`src/rtl/bus_cycle_controller.sv`:
```
// Round-robin bus cycle controller for two requesters sharing a split memory/I/O bus.
// Each granted access holds its region select for 1+wait cycles, then pulses done.
module bus_cycle_controller #(
   parameter int DATA_W   = 8,
   parameter int MEM_WAIT = 1,
   parameter int IO_WAIT  = 3
) (
   input  logic              clk,
   input  logic              rst_n,
   input  logic              m0_req,
   input  logic              m0_we,
   input  logic [15:0]       m0_addr,
   input  logic [DATA_W-1:0] m0_wdata,
   input  logic              m1_req,
   input  logic              m1_we,
   input  logic [15:0]       m1_addr,
   input  logic [DATA_W-1:0] m1_wdata,
   output logic              m0_done,
   output logic              m1_done,
   output logic [DATA_W-1:0] rdata,
   output logic [15:0]       bus_addr,
   output logic [DATA_W-1:0] bus_wdata,
   output logic              bus_we,
   output logic              mem_sel,
   output logic              io_sel,
   input  logic [DATA_W-1:0] bus_rdata
);

   typedef enum logic [1:0] {IDLE, ACCESS, WAIT, DONE} state_t;

   localparam logic [3:0] MEM_WAIT_4 = 4'(MEM_WAIT);
   localparam logic [3:0] IO_WAIT_4  = 4'(IO_WAIT);

   state_t     state;
   logic [3:0] wait_cnt;
   logic       last_grant;
   logic       grant;
   logic       pick_m1;
   logic [3:0] wait_val;
   logic       final_sel;

   always_comb begin
      // With both requesting, the side not served last wins.
      pick_m1   = (m0_req && m1_req) ? ~last_grant : m1_req;
      wait_val  = bus_addr[15] ? IO_WAIT_4 : MEM_WAIT_4;
      final_sel = ((state == ACCESS) && (wait_val == 4'd0)) ||
                  ((state == WAIT) && (wait_cnt == 4'd1));
   end

   always_ff @(posedge clk or negedge rst_n) begin
      if (!rst_n) begin
         state      <= IDLE;
         wait_cnt   <= 4'd0;
         last_grant <= 1'b1;
         grant      <= 1'b0;
         mem_sel    <= 1'b0;
         io_sel     <= 1'b0;
         bus_we     <= 1'b0;
         m0_done    <= 1'b0;
         m1_done    <= 1'b0;
         rdata      <= '0;
         bus_addr   <= 16'h0000;
         bus_wdata  <= '0;
      end else begin
         case (state)
            IDLE: begin
               if (m0_req || m1_req) begin
                  grant     <= pick_m1;
                  bus_addr  <= pick_m1 ? m1_addr  : m0_addr;
                  bus_wdata <= pick_m1 ? m1_wdata : m0_wdata;
                  bus_we    <= pick_m1 ? m1_we    : m0_we;
                  mem_sel   <= pick_m1 ? ~m1_addr[15] : ~m0_addr[15];
                  io_sel    <= pick_m1 ?  m1_addr[15] :  m0_addr[15];
                  state     <= ACCESS;
               end
            end
            ACCESS: begin
               if (!final_sel) begin
                  wait_cnt <= wait_val;
                  state    <= WAIT;
               end
            end
            WAIT: begin
               wait_cnt <= wait_cnt - 4'd1;
            end
            DONE: begin
               m0_done    <= 1'b0;
               m1_done    <= 1'b0;
               last_grant <= grant;
               state      <= IDLE;
            end
            default: state <= IDLE;
         endcase

         // Last select cycle: drop the bus, capture read data, raise done.
         if (final_sel) begin
            mem_sel <= 1'b0;
            io_sel  <= 1'b0;
            bus_we  <= 1'b0;
            if (!bus_we) rdata <= bus_rdata;
            m0_done <= ~grant;
            m1_done <= grant;
            state   <= DONE;
         end
      end
   end

endmodule

```
`config.mk`:
```
export PLATFORM = sky130hd
export DESIGN_NAME = bus_cycle_controller
export DESIGN_NICKNAME = d
export VERILOG_FILES = /design/src/rtl/bus_cycle_controller.sv
export SDC_FILE = /design/constraint.sdc
export NUM_CORES = 1
export LEC_CHECK = 0
export CAP_MARGIN = 20
export CORE_MARGIN = 2
export CORE_UTILIZATION = 39
export CTS_BUF_LIST = sky130_fd_sc_hd__clkbuf_4 sky130_fd_sc_hd__clkbuf_8
export CTS_CLUSTER_DIAMETER = 30
export DETAILED_ROUTE_END_ITERATION = 10
export PLACE_DENSITY = 0.78
export REMOVE_ABC_BUFFERS = 1
export SLEW_MARGIN = 20
export SYNTH_ARGS = -nofsm -noshare
export SYNTH_HDL_FRONTEND = slang
export SYNTH_SLANG_ARGS = --single-unit
```
`constraint.sdc`:
```
create_clock -name clk -period 1.8 [get_ports clk]
set_clock_uncertainty 0.1 [all_clocks]
set_input_delay 0.36 -clock clk [delete_from_list [all_inputs] [get_ports clk]]
set_output_delay 0.36 -clock clk [all_outputs]
set_load 0.01 [all_outputs]
```
* Word level (Yosys, flattened, before mapping)
Cells that the tools add are included.
Storage, ports and cells: register bits after elaboration 45, bits of input ports 62, logic and storage cells 65
Cells by class: $add $sub $neg 1, muxes and demuxes 24, equality and inequality tests 6, bitwise logic cells 5, reductions and logical operators 17
Operators with widths (number):
- two-way mux 1 bit | 16
- two-way mux 16 bit | 1
- AND reduction 2 bit | 5
- two-way mux 8 bit | 1
- one-hot mux 4 bit (2 select lines) | 1
- nonzero test 2 bit | 4
- two-way mux 2 bit | 3
- one-hot mux 2 bit (3 select lines) | 1
- NOT 1 bit | 5
- == test 2 bit (second input constant) | 2
- == test 4 x 1 -> 1 bit (second input constant) | 1
- logical NOT 4 bit | 1
- two-way mux 4 bit | 1
- nonzero test 4 bit | 1
- subtractor 4 x 1 -> 4 bit (second input constant) | 1
- logical AND 1 bit | 3
- inequality test 3 bit (second input constant) | 1
- == test 2 x 1 -> 1 bit (second input constant) | 1
- logical NOT 2 bit | 1
- logical OR 1 bit | 2
- inequality test 2 bit (second input constant) | 1

* Depth between registers and ports, before layout
Gate-level depths: netlist of the first run.
depth after elaboration 6, gate-level depth with buffers 7

* Worst setup path before layout of the first run
No wires, ideal clock.
path type reg-to-reg, start point register state[0], end point register rdata[0], buffers on the path 2, required time 1.575 ns, data arrival time 1.551 ns, stages on the path, launching flop included 8, library setup time 0.125 ns, setup slack 0.024 ns, cells stage by stage dfrtp_1 inv_1 ha_1 buf_6 and4bb_4 nor2b_4 buf_6 mux2_4
On the way: word-level cells in the longest chain between the ends 4
Ends and longest elaborated chain:
- from (decl) | line 34 | state_t state;
- from (signal assigned) | line 52 | state <= IDLE;
- from (signal assigned) | line 74 | state <= ACCESS;
- from (signal assigned) | line 80 | state <= WAIT;
- == test 2 x 1 -> 1 bit / == test 2 bit (equally long branches) | line 46, 47
- logical AND 1 bit, on equally long branches | line 46, 47
- logical OR 1 bit (*) | line 46 | final_sel = ((state == ACCESS) && (wait_val == 4'd0)) ||
- AND reduction 2 bit (no source line) (*)
- to (signal assigned) | line 100 | if (!bus_we) rdata <= bus_rdata;
- to (decl) | line 20 | output logic [DATA_W-1:0] rdata,
Mark *: on every way between the ends. The rest lies on a longest branch, timed or not. A chain may end at the register's enable or synchronous reset.

* Worst setup path in the final report of the first run
start point register bus_we, end point output port bus_we
RTL lines:
- from (decl) | line 23 | output logic bus_we,
- from (signal assigned) | line 71 | bus_we <= pick_m1 ? m1_we : m0_we;
No word-level cell between the ends.

==> impl_results.md, run 1 <==
* Initial antenna violation count at 0
* Worst skew pair latency at 0.29 ns
* Most frequent cell after synthesis: dfrtp_1
* Number of synthesized flops with an enable pin at 0
* CP cell instances: clkdlybuf4s50_1
* Tot Pwr at 5090 µW
* Reg2reg end: rdata[1]
* Buf/Inv on CP at 1
* First-pass GRT wire length at 8.33 mm
* Worst Hold Endpoint: bus_wdata[4]
* Slowest CP cell: clkdlybuf4s50_1
* Design area at 3480 µm²
* RSZ-0062 raised after global routing: false
* PwrDens at 1460 nW/µm²
* Chip Width at 79.8 µm
* Worst Slack Setup Final at 0.0520 ns
* Synth cell types at 39
* Setup_tns at 0 ns
* TritonCTS buffer count at 5
* Max incr delay on CP at 0.57 ns
* Dpl cell area at 3350 µm²
* Hold path cells at 2
* Post-route DRC at 0
* Total GRT Usage at 16.9%
* IO Pins at 99
* F_max at 0.572 GHz
* First drt pass iteration count at 4
* Worst EP required at 1.34 ns
* Synth Warn # at 0
* VDD IR-drop max at 0.624 mV
* Pre-CTS WS at -0.0769 ns
* Ys async rst share at 100%
* CTS tree: done
* Syn Inst Count at 196
* Mean post-synth cell area at 11.4 µm²
* Total number of vias at 1808
* Final Hold Vio Count at 0
* Max-cap violation count at 0
* Layout area overhead at 55.4%
* Min-Delay Path Class: reg2reg
* Top cell type's share of synthesized area at 49.1%
* Register area share after synthesis at 50.3%
* Starting density of the core at 40.5%
* H-tree levels at 2
* Clock Tree Buf Depth at 2
* Slew HR at 63.9%
* Sink Count at 45
* Pleak at 0.00153 µW
* Synthesized area at 2240 µm²
* CTS root buf: clkbuf_8
* CP Max Fanout at 3
* Post-synth top cells: 44 x dfrtp_1, 29 x nand2_1, 29 x o21ai_0
* Post-DP HPWL at 4.02 mm
* Min Tclk post-route at 1.75 ns
* Worst Hold Slack at 0.380 ns
* Period Utilization, post-route at 97.1%
* Largest net degree at the start of global routing at 49
* Number of nets still failing antenna checks after routing at 0
* Die Area at 6370 µm²
* CP arrival at 1.29 ns
* GRT overflow at 0
* Yosys reg bits at 45
* CP endpoint kind: output port
* Iteration-0 DRC Markers at 91
* Share of cells above drive strength 1 at 13.5%
* Diodes inserted at 0
* Clock-pin slew on the worst setup and hold paths at 0.08 ns
* Worst-margin pin slew at 0.541 ns
* GP Congestion at 0.826
* WL/cell at 13.8 µm
* Fin. max-slew vios at 0
* RR Startpoint: wait_cnt[1]
* Ys flop type: dfrtp_1
* Area leader, netlist: dfrtp_1
* Vias in the first global route at 1877
* CP Class: reg2out
* Vias per inst at 4.82
* Outcome: complete, no violations
* Post-Route WL at 5.16 mm
* R2R setup slack at 0.05 ns
* Worst reg2reg path depth at 6
* Min-delay src: bus_wdata[4]
* Startpoint type of the worst setup path: register
* Top Family by Delay on Critical Path: buffers and inverters
* Die height at 79.8 µm
* Ranking of synthesized cells by area: dfrtp_1 49%, mux2i_1 11%, o21ai_0 6.5%, mux2_4 5.4%, nand2_1 4.9%
* Post-layout net count at 371
* Port buffer count at 98
* Setup violations, final at 0
* Core ar. at 5540 µm²
* Row count at 27
[power breakdown]
| part | internal, µW | switching (µW) | total (µW) |
|---|---|---|---|
| Clock | 320 | 312 | 632 |
| Sequential | 1500 | 302 | 1810 |
| Combinational | 1530 | 1120 | 2660 |
[cell usage in the layout, fill, tap and decap left out, types with 5 or more instances in the layout]
cell type,n
o21ai_0,28
ha_1,5
dfrtp_1,44
nand2_1,29
clkbuf_8,6
clkdlybuf4s50_1,97
inv_1,5
mux2_4,8
buf_4,9
mux2i_1,25
[worst register-to-register path: stages, from the launching register on]
cell and delay (ns):
dfrtp_1 0.40, inv_1 0.12, ha_4 0.16, and4bb_4 0.24, nor2b_4 0.16, buf_12 0.14, mux2_4 0.30
[final cells by class]
class	count	area, µm²
clock buffers	7	90.1
multi-input cells	134	1020
flip-flops and latches	45	1130
inverters	5	18.8
repair buffers	112	1130
well taps	72	90.1
fillers	482	2060
[worst max-delay path by stage]
stage                              end  cells past startpoint        start
after CTS                     rdata[4]                      6  wait_cnt[1]
after global routing            bus_we                      1       bus_we
after floorplan            bus_addr[0]                      2       m1_req
final                           bus_we                      1       bus_we
after detailed placement   bus_addr[3]                      5       m1_req
after global placement    bus_wdata[1]                      5       m1_req
[registers in the layout, summed over array words and instances, names as in the netlist, 2 cells and up]
signal,count
bus_addr,16
bus_wdata,8
rdata,8
wait_cnt,4
state,2
[kinds of logic (layout without fill, tap and decap cells)]
kind of cell	Yosys count	in the layout	synth area share, %
multiplexers	34	34	17.0
AND/OR/NAND/NOR	46	46	10.6
XOR/XNOR	1	1	0.391
adder cells (fa/ha/maj)	6	6	3.35
buffers and inverters	17	124	5.41
AO/OA/AOI/OAI	47	47	12.9
flip-flops	45	45	50.3
[routing by layer]
layer / GRT usage, % / routed length, µm / share of wire, %
met1: 18.8 / 2180 / 42
met2: 30.4 / 2520 / 49
met3: 5.66 / 427 / 8.3
met4: 5.08 / 38 / 0.74
met5: 0 / 0 / 0
[metrics by stage]
step,util [%],cells
global placement,60.5,366
finish,62.9,375
global route,62.9,375
floorplan,-,184
detailed placement,60.5,366
CTS,62.7,375
[repair_timing]
action | 4_1_cts | 5_1_grt
setup endpoints to repair | 8 | 8
gates resized for setup | 0 | 2
buffers inserted | 1 | 0
endpoints found under the hold margin | 20 | 0
hold buffers | 1 | 0
Power figures use the tool's default switching activity.
==> run 2: changes to the inputs <==
--- a/config.mk
+++ b/config.mk
@@ -7,11 +7,10 @@
 export LEC_CHECK = 0
 export CAP_MARGIN = 20
 export CORE_MARGIN = 2
-export CORE_UTILIZATION = 39
+export CORE_UTILIZATION = 30
 export CTS_BUF_LIST = sky130_fd_sc_hd__clkbuf_4 sky130_fd_sc_hd__clkbuf_8
 export CTS_CLUSTER_DIAMETER = 30
 export DETAILED_ROUTE_END_ITERATION = 10
-export PLACE_DENSITY = 0.78
 export REMOVE_ABC_BUFFERS = 1
 export SLEW_MARGIN = 20
 export SYNTH_ARGS = -nofsm -noshare
==> run 2 against run 1 <==
  * Power increased by 1.1%
  * Global-route usage down 3.3 points
  * Combinational power grew 2%
  * Non-clock buffer count rose by 1
  * Hold slack improved by 0.0069 ns
  * Count of clock-buffer cells in the layout down 1
  * Routed wire length rose by 4.3%
  * Cell count increased by 7.7%
  * Sequential cell count unchanged
  * Maximum frequency hardly changed
  * Highest routed layer unchanged
==> impl_results.md, run 2 (synthesized netlist as in run 1, its figures left out) <==
* TritonCTS buffer count at 5
* Period Utilization, post-route at 97.2%
* Number of nets still failing antenna checks after routing at 0
* PwrDens at 1460 nW/µm²
* Most frequent cells in the layout: 97 x clkdlybuf4s50_1, 44 x dfrtp_1, 29 x nand2_1
* Slowest CP cell: clkdlybuf4s50_1
* Min Tclk post-route at 1.75 ns
* Hold path cells at 2
* Worst EP required at 1.34 ns
* Vias in the first global route at 1829
* Worst Hold Slack at 0.387 ns
* CP startpoint: bus_we
* CTS root buf: clkbuf_8
* Slew HR at 68.4%
* Largest net degree at the start of global routing at 28
* Reg2reg end: rdata[1]
* Pleak at 0.00154 µW
* GP Congestion at 0.756
* RSZ-0062 raised after global routing: false
* Fin. max-slew vios at 0
* CP cell instances: clkdlybuf4s50_1
* Post-layout util at 48.7%
* Outcome: complete, no violations
* Core ar. at 7250 µm²
* Worst-margin pin slew at 0.474 ns
* First drt pass iteration count at 4
* Clock Tree Buf Depth at 2
* Row count at 31
* Top Family by Delay on Critical Path: buffers and inverters
* Worst reg2reg path depth at 6
* Layout area overhead at 57.6%
* F_max at 0.572 GHz
* Die Area at 8180 µm²
* Final Hold Vio Count at 0
* Diodes inserted at 0
* Min-Delay Path Class: reg2reg
* Port buffer count at 98
* H-tree levels at 2
* CP Max Fanout at 3
* Buf/Inv on CP at 1
* Leading cell type in the layout, fill and taps excluded: clkdlybuf4s50_1
* Iteration-0 DRC Markers at 21
* Starting density of the core at 30.9%
* Biggest register: bus_addr
* CP arrival at 1.29 ns
* Total number of vias at 1811
* Initial antenna violation count at 0
* Max incr delay on CP at 0.57 ns
* First-pass GRT wire length at 9.01 mm
* Die height at 90.5 µm
* WL/cell at 13.3 µm
* IO Pins at 99
* Vias per inst at 4.48
* Chip Width at 90.5 µm
* Post-layout net count at 372
* Startpoint type of the worst setup path: register
* Setup violations, final at 0
* Biggest regs: bus_addr x16, bus_wdata x8, rdata x8
* Worst Slack Setup Final at 0.0511 ns
* RR Startpoint: wait_cnt[1]
* Worst Hold Endpoint: bus_addr[10]
* VDD IR-drop max at 0.528 mV
* R2R setup slack at 0.06 ns
* Min-delay src: bus_addr[10]
* Share of cells above drive strength 1 at 14.1%
* CP endpoint kind: output port
* Post-DP HPWL at 4.17 mm
* Tot Pwr at 5150 µW
* Max-cap violation count at 0
* Placed insts at 394
* Post-route DRC at 0
* Max reg flops at 16
* Post-Route WL at 5.38 mm
* CP Class: reg2out
* Pre-CTS WS at -0.0844 ns
* Non-filler cells, final at 404
* Clock-pin slew on the worst setup and hold paths at 0.08 ns
* Worst skew pair latency at 0.29 ns
* GRT overflow at 0
* Total GRT Usage at 13.6%
* Sink Count at 45
* CTS tree: done
==> run 2: changes by cell type in the layout (fill, tap and decap cells not counted), sizes merged <==
cell / previous run / this run
buf: 14 / 15
clkbuf: 7 / 6
clkinv: 0 / 2
==> run 2: routing by layer <==
layer	up-vias	GRT usage, %	part of all wire, %
li1	898	-	-
met1	846	17.7	45
met2	62	21.7	47
met3	5	4.42	6.6
met4	0	3.85	0.74
met5	-	0	0
==> run 2: how the worst max path moves through the flow <==
stage / to / cells after the start
after floorplan: bus_addr[0] / 2
after global routing: wait_cnt[1] / 5
after detailed placement: state[0] / 5
final: bus_we / 1
after global placement: state[0] / 5
after CTS: bus_we / 1
==> run 2: where the power goes <==
group | leakage [µW] | internal (µW) | switching (µW) | total, µW
Clock | 0.0000512 | 311 | 340 | 651
Sequential | 0.000553 | 1500 | 299 | 1800
Combinational | 0.000938 | 1560 | 1140 | 2700
==> run 2: repair_timing <==
action	in CTS	in global routing
setup buffers	1	0
endpoints found under the hold margin	17	0
setup endpoints to repair	8	7
hold buffers	1	0
resized for setup	0	1
cloned	0	0
==> run 2: area by class of cell <==
class	instances	area [µm²]
clock buffer	6	82.6
multi-input combinational	134	1010
fill	689	3720
tap	99	124
inverter	5	18.8
clock inverter	2	13.8
sequential	45	1130
timing repair buffer	113	1150
==> run 2: through the flow <==
step                setup TNS [ns]  area (µm²)
CTS                              0        3530
floorplan                   -35.42        2140
global route                     0        3530
finish                           0        3530
detailed placement           -1.25        3410
global placement            -0.393        3410
==> run 3: changes to the inputs <==
--- a/config.mk
+++ b/config.mk
@@ -12,6 +12,7 @@
 export CTS_CLUSTER_DIAMETER = 30
 export DETAILED_ROUTE_END_ITERATION = 10
 export REMOVE_ABC_BUFFERS = 1
+export SETUP_SLACK_MARGIN = 0.3
 export SLEW_MARGIN = 20
 export SYNTH_ARGS = -nofsm -noshare
 export SYNTH_HDL_FRONTEND = slang
==> run 3 against run 2 <==
  * Final area rose by 7.0%
  * Sequential power barely moved
  * Clock power hardly changed
  * Non-clock buffer count up 17
  * Sequential cell count did not move
  * Power grew 4.3%
  * Register-to-register slack gained 0.07 ns
  * Combinational power grew 8.5%
  * Sequential share of layout area shrank 2.1 points
  * Via count grew 4.1%
  * Die area stayed put
  * Hold slack worse by 0.0076 ns
==> impl_results.md, run 3 (synthesized netlist as in run 1, its figures left out) <==
* Placed insts at 394
* Share of cells above drive strength 1 at 23.6%
* Outcome: complete, no violations
* Total number of vias at 1886
* Dpl cell area at 3410 µm²
* Pre-CTS WS at -0.0844 ns
* Largest net degree at the start of global routing at 28
* Net Sw Power at 1940 µW
* Fin. max-slew vios at 0
* Period Utilization, post-route at 92.9%
* CP Class: reg2reg
* Internal power at 3430 µW
* CP endpoint kind: register
* Post-layout net count at 389
* RSZ-0062 raised after global routing: true
* Worst EP required at 1.87 ns
* Min Tclk post-route at 1.67 ns
* Die Area at 8180 µm²
* TritonCTS buffer count at 5
* First-pass GRT wire length at 9.82 mm
* Worst Hold Slack at 0.380 ns
* Worst reg2reg path depth at 6
* PwrDens at 1420 nW/µm²
* CP Max Fanout at 8
* RR Startpoint: state[0]
* Worst skew pair latency at 0.29 ns
* Core ar. at 7250 µm²
* WL/cell at 13.8 µm
* Post-route DRC at 0
* Port buffer count at 98
* Biggest regs: bus_addr x16, bus_wdata x8, rdata x8
* Initial antenna violation count at 0
* Biggest register: bus_addr
* Most frequent cells in the layout: 58 x clkdlybuf4s50_1, 43 x dfrtp_1, 38 x dlygate4sd2_1
* Leading cell type in the layout, fill and taps excluded: clkdlybuf4s50_1
* Worst-margin pin slew at 0.469 ns
* Sw frac at 36.2%
* Die height at 90.5 µm
* FILL cells at 678
* Setup violations, final at 0
* Chip Width at 90.5 µm
* H-tree levels at 2
* GP Congestion at 0.756
* CTS tree: done
* Max reg flops at 16
* Starting density of the core at 30.9%
* F_max at 0.598 GHz
* Hold path cells at 2
* Vias per inst at 4.48
* Min-Delay Path Class: reg2reg
* Worst Hold Endpoint: bus_addr[10]
* Final Hold Vio Count at 0
* Number of nets still failing antenna checks after routing at 0
* GRT overflow at 0
* R2R setup slack at 0.13 ns
* Non-filler cells, final at 421
* Slew HR at 68.7%
* IO Pins at 99
* Clock Tree Buf Depth at 2
* Min-delay src: bus_addr[10]
* Diodes inserted at 0
* Clock Power Share at 12.1%
* Vias in the first global route at 1983
* Post-Route WL at 5.80 mm
* Startpoint type of the worst setup path: register
* Design area at 3780 µm²
* Sink Count at 45
* Pleak at 0.00175 µW
* Layout area overhead at 68.8%
* First drt pass iteration count at 4
* Logic pwr share at 54.5%
* Row count at 31
* CP arrival at 1.75 ns
* Total GRT Usage at 14.9%
* CTS root buf: clkbuf_8
* Max-cap violation count at 0
* Worst Slack Setup Final at 0.128 ns
* Post-DP HPWL at 4.17 mm
* Clock-pin slew on the worst setup and hold paths at 0.08 ns
* Part of the power in registers at 33.4%
* VDD IR-drop max at 0.498 mV
* Iteration-0 DRC Markers at 25
* Reg2reg end: rdata[1]
[run 3: changes by cell type in the layout (fill, tap and decap cells not counted), sizes merged]
cell	before	now
dlygate4sd2	0	38
buf	15	32
clkdlybuf4s15	0	1
clkdlybuf4s50	97	58
[run 3: critical path: stages, from the launching register on]
cell	delay, ns
dfrtp_1	0.40
inv_2	0.08
ha_4	0.13
and4bb_4	0.24
nor2b_4	0.16
buf_12	0.14
mux2_4	0.30
[run 3: worst max-delay path by stage]
stage | from | to
after floorplan | m1_req | bus_addr[0]
after global placement | m1_req | state[0]
after detailed placement | m1_req | state[0]
after CTS | wait_cnt[1] | rdata[7]
after global routing | wait_cnt[1] | rdata[5]
final | state[0] | rdata[1]
[run 3: layout make-up]
class	count	area (µm²)	area share [%]
tap	99	124	3.27
timing repair buffer	130	1300	34.5
clock buffer	6	82.6	2.18
multi-input combinational	134	1110	29.4
clock inverter	2	13.8	0.364
sequential	45	1130	29.8
inverter	5	18.8	0.496
[run 3: through the flow]
step,util [%],TNS [ns],power (µW)
finish,52.2,0,5370
global route,52.2,0,5820
CTS,51.0,0,5260
detailed placement,47.0,-1.25,4530
global placement,47.0,-0.393,4490
floorplan,-,-35.42,3080
[run 3: timing repair]
action,CTS,global route
hold endpoints to repair,17,0
hold buffers,1,0
setup buffers,13,3
pin swaps,8,10
resized for setup,58,25
setup endpoints to repair,71,44
cloned,2,0
[run 3: power by group through the flow]
stage / Clock, µW / Combinational [µW] / Sequential, µW
2_1_floorplan: 0 / 1110 / 1970
4_1_cts: 687 / 2790 / 1780
3_3_place_gp: 0 / 2680 / 1810
5_1_grt: 723 / 3220 / 1870
6_report: 651 / 2930 / 1790
3_5_place_dp: 0 / 2710 / 1820
[run 3: routing by layer]
layer  vias to the layer above  global-route usage [%]  share of wire [%]
li1                        934                       -                  -
met1                       883                    18.8                 44
met2                        64                    24.6                 49
met3                         5                    4.51                6.0
met4                         0                    4.49               0.69
met5                         -                       0                  0
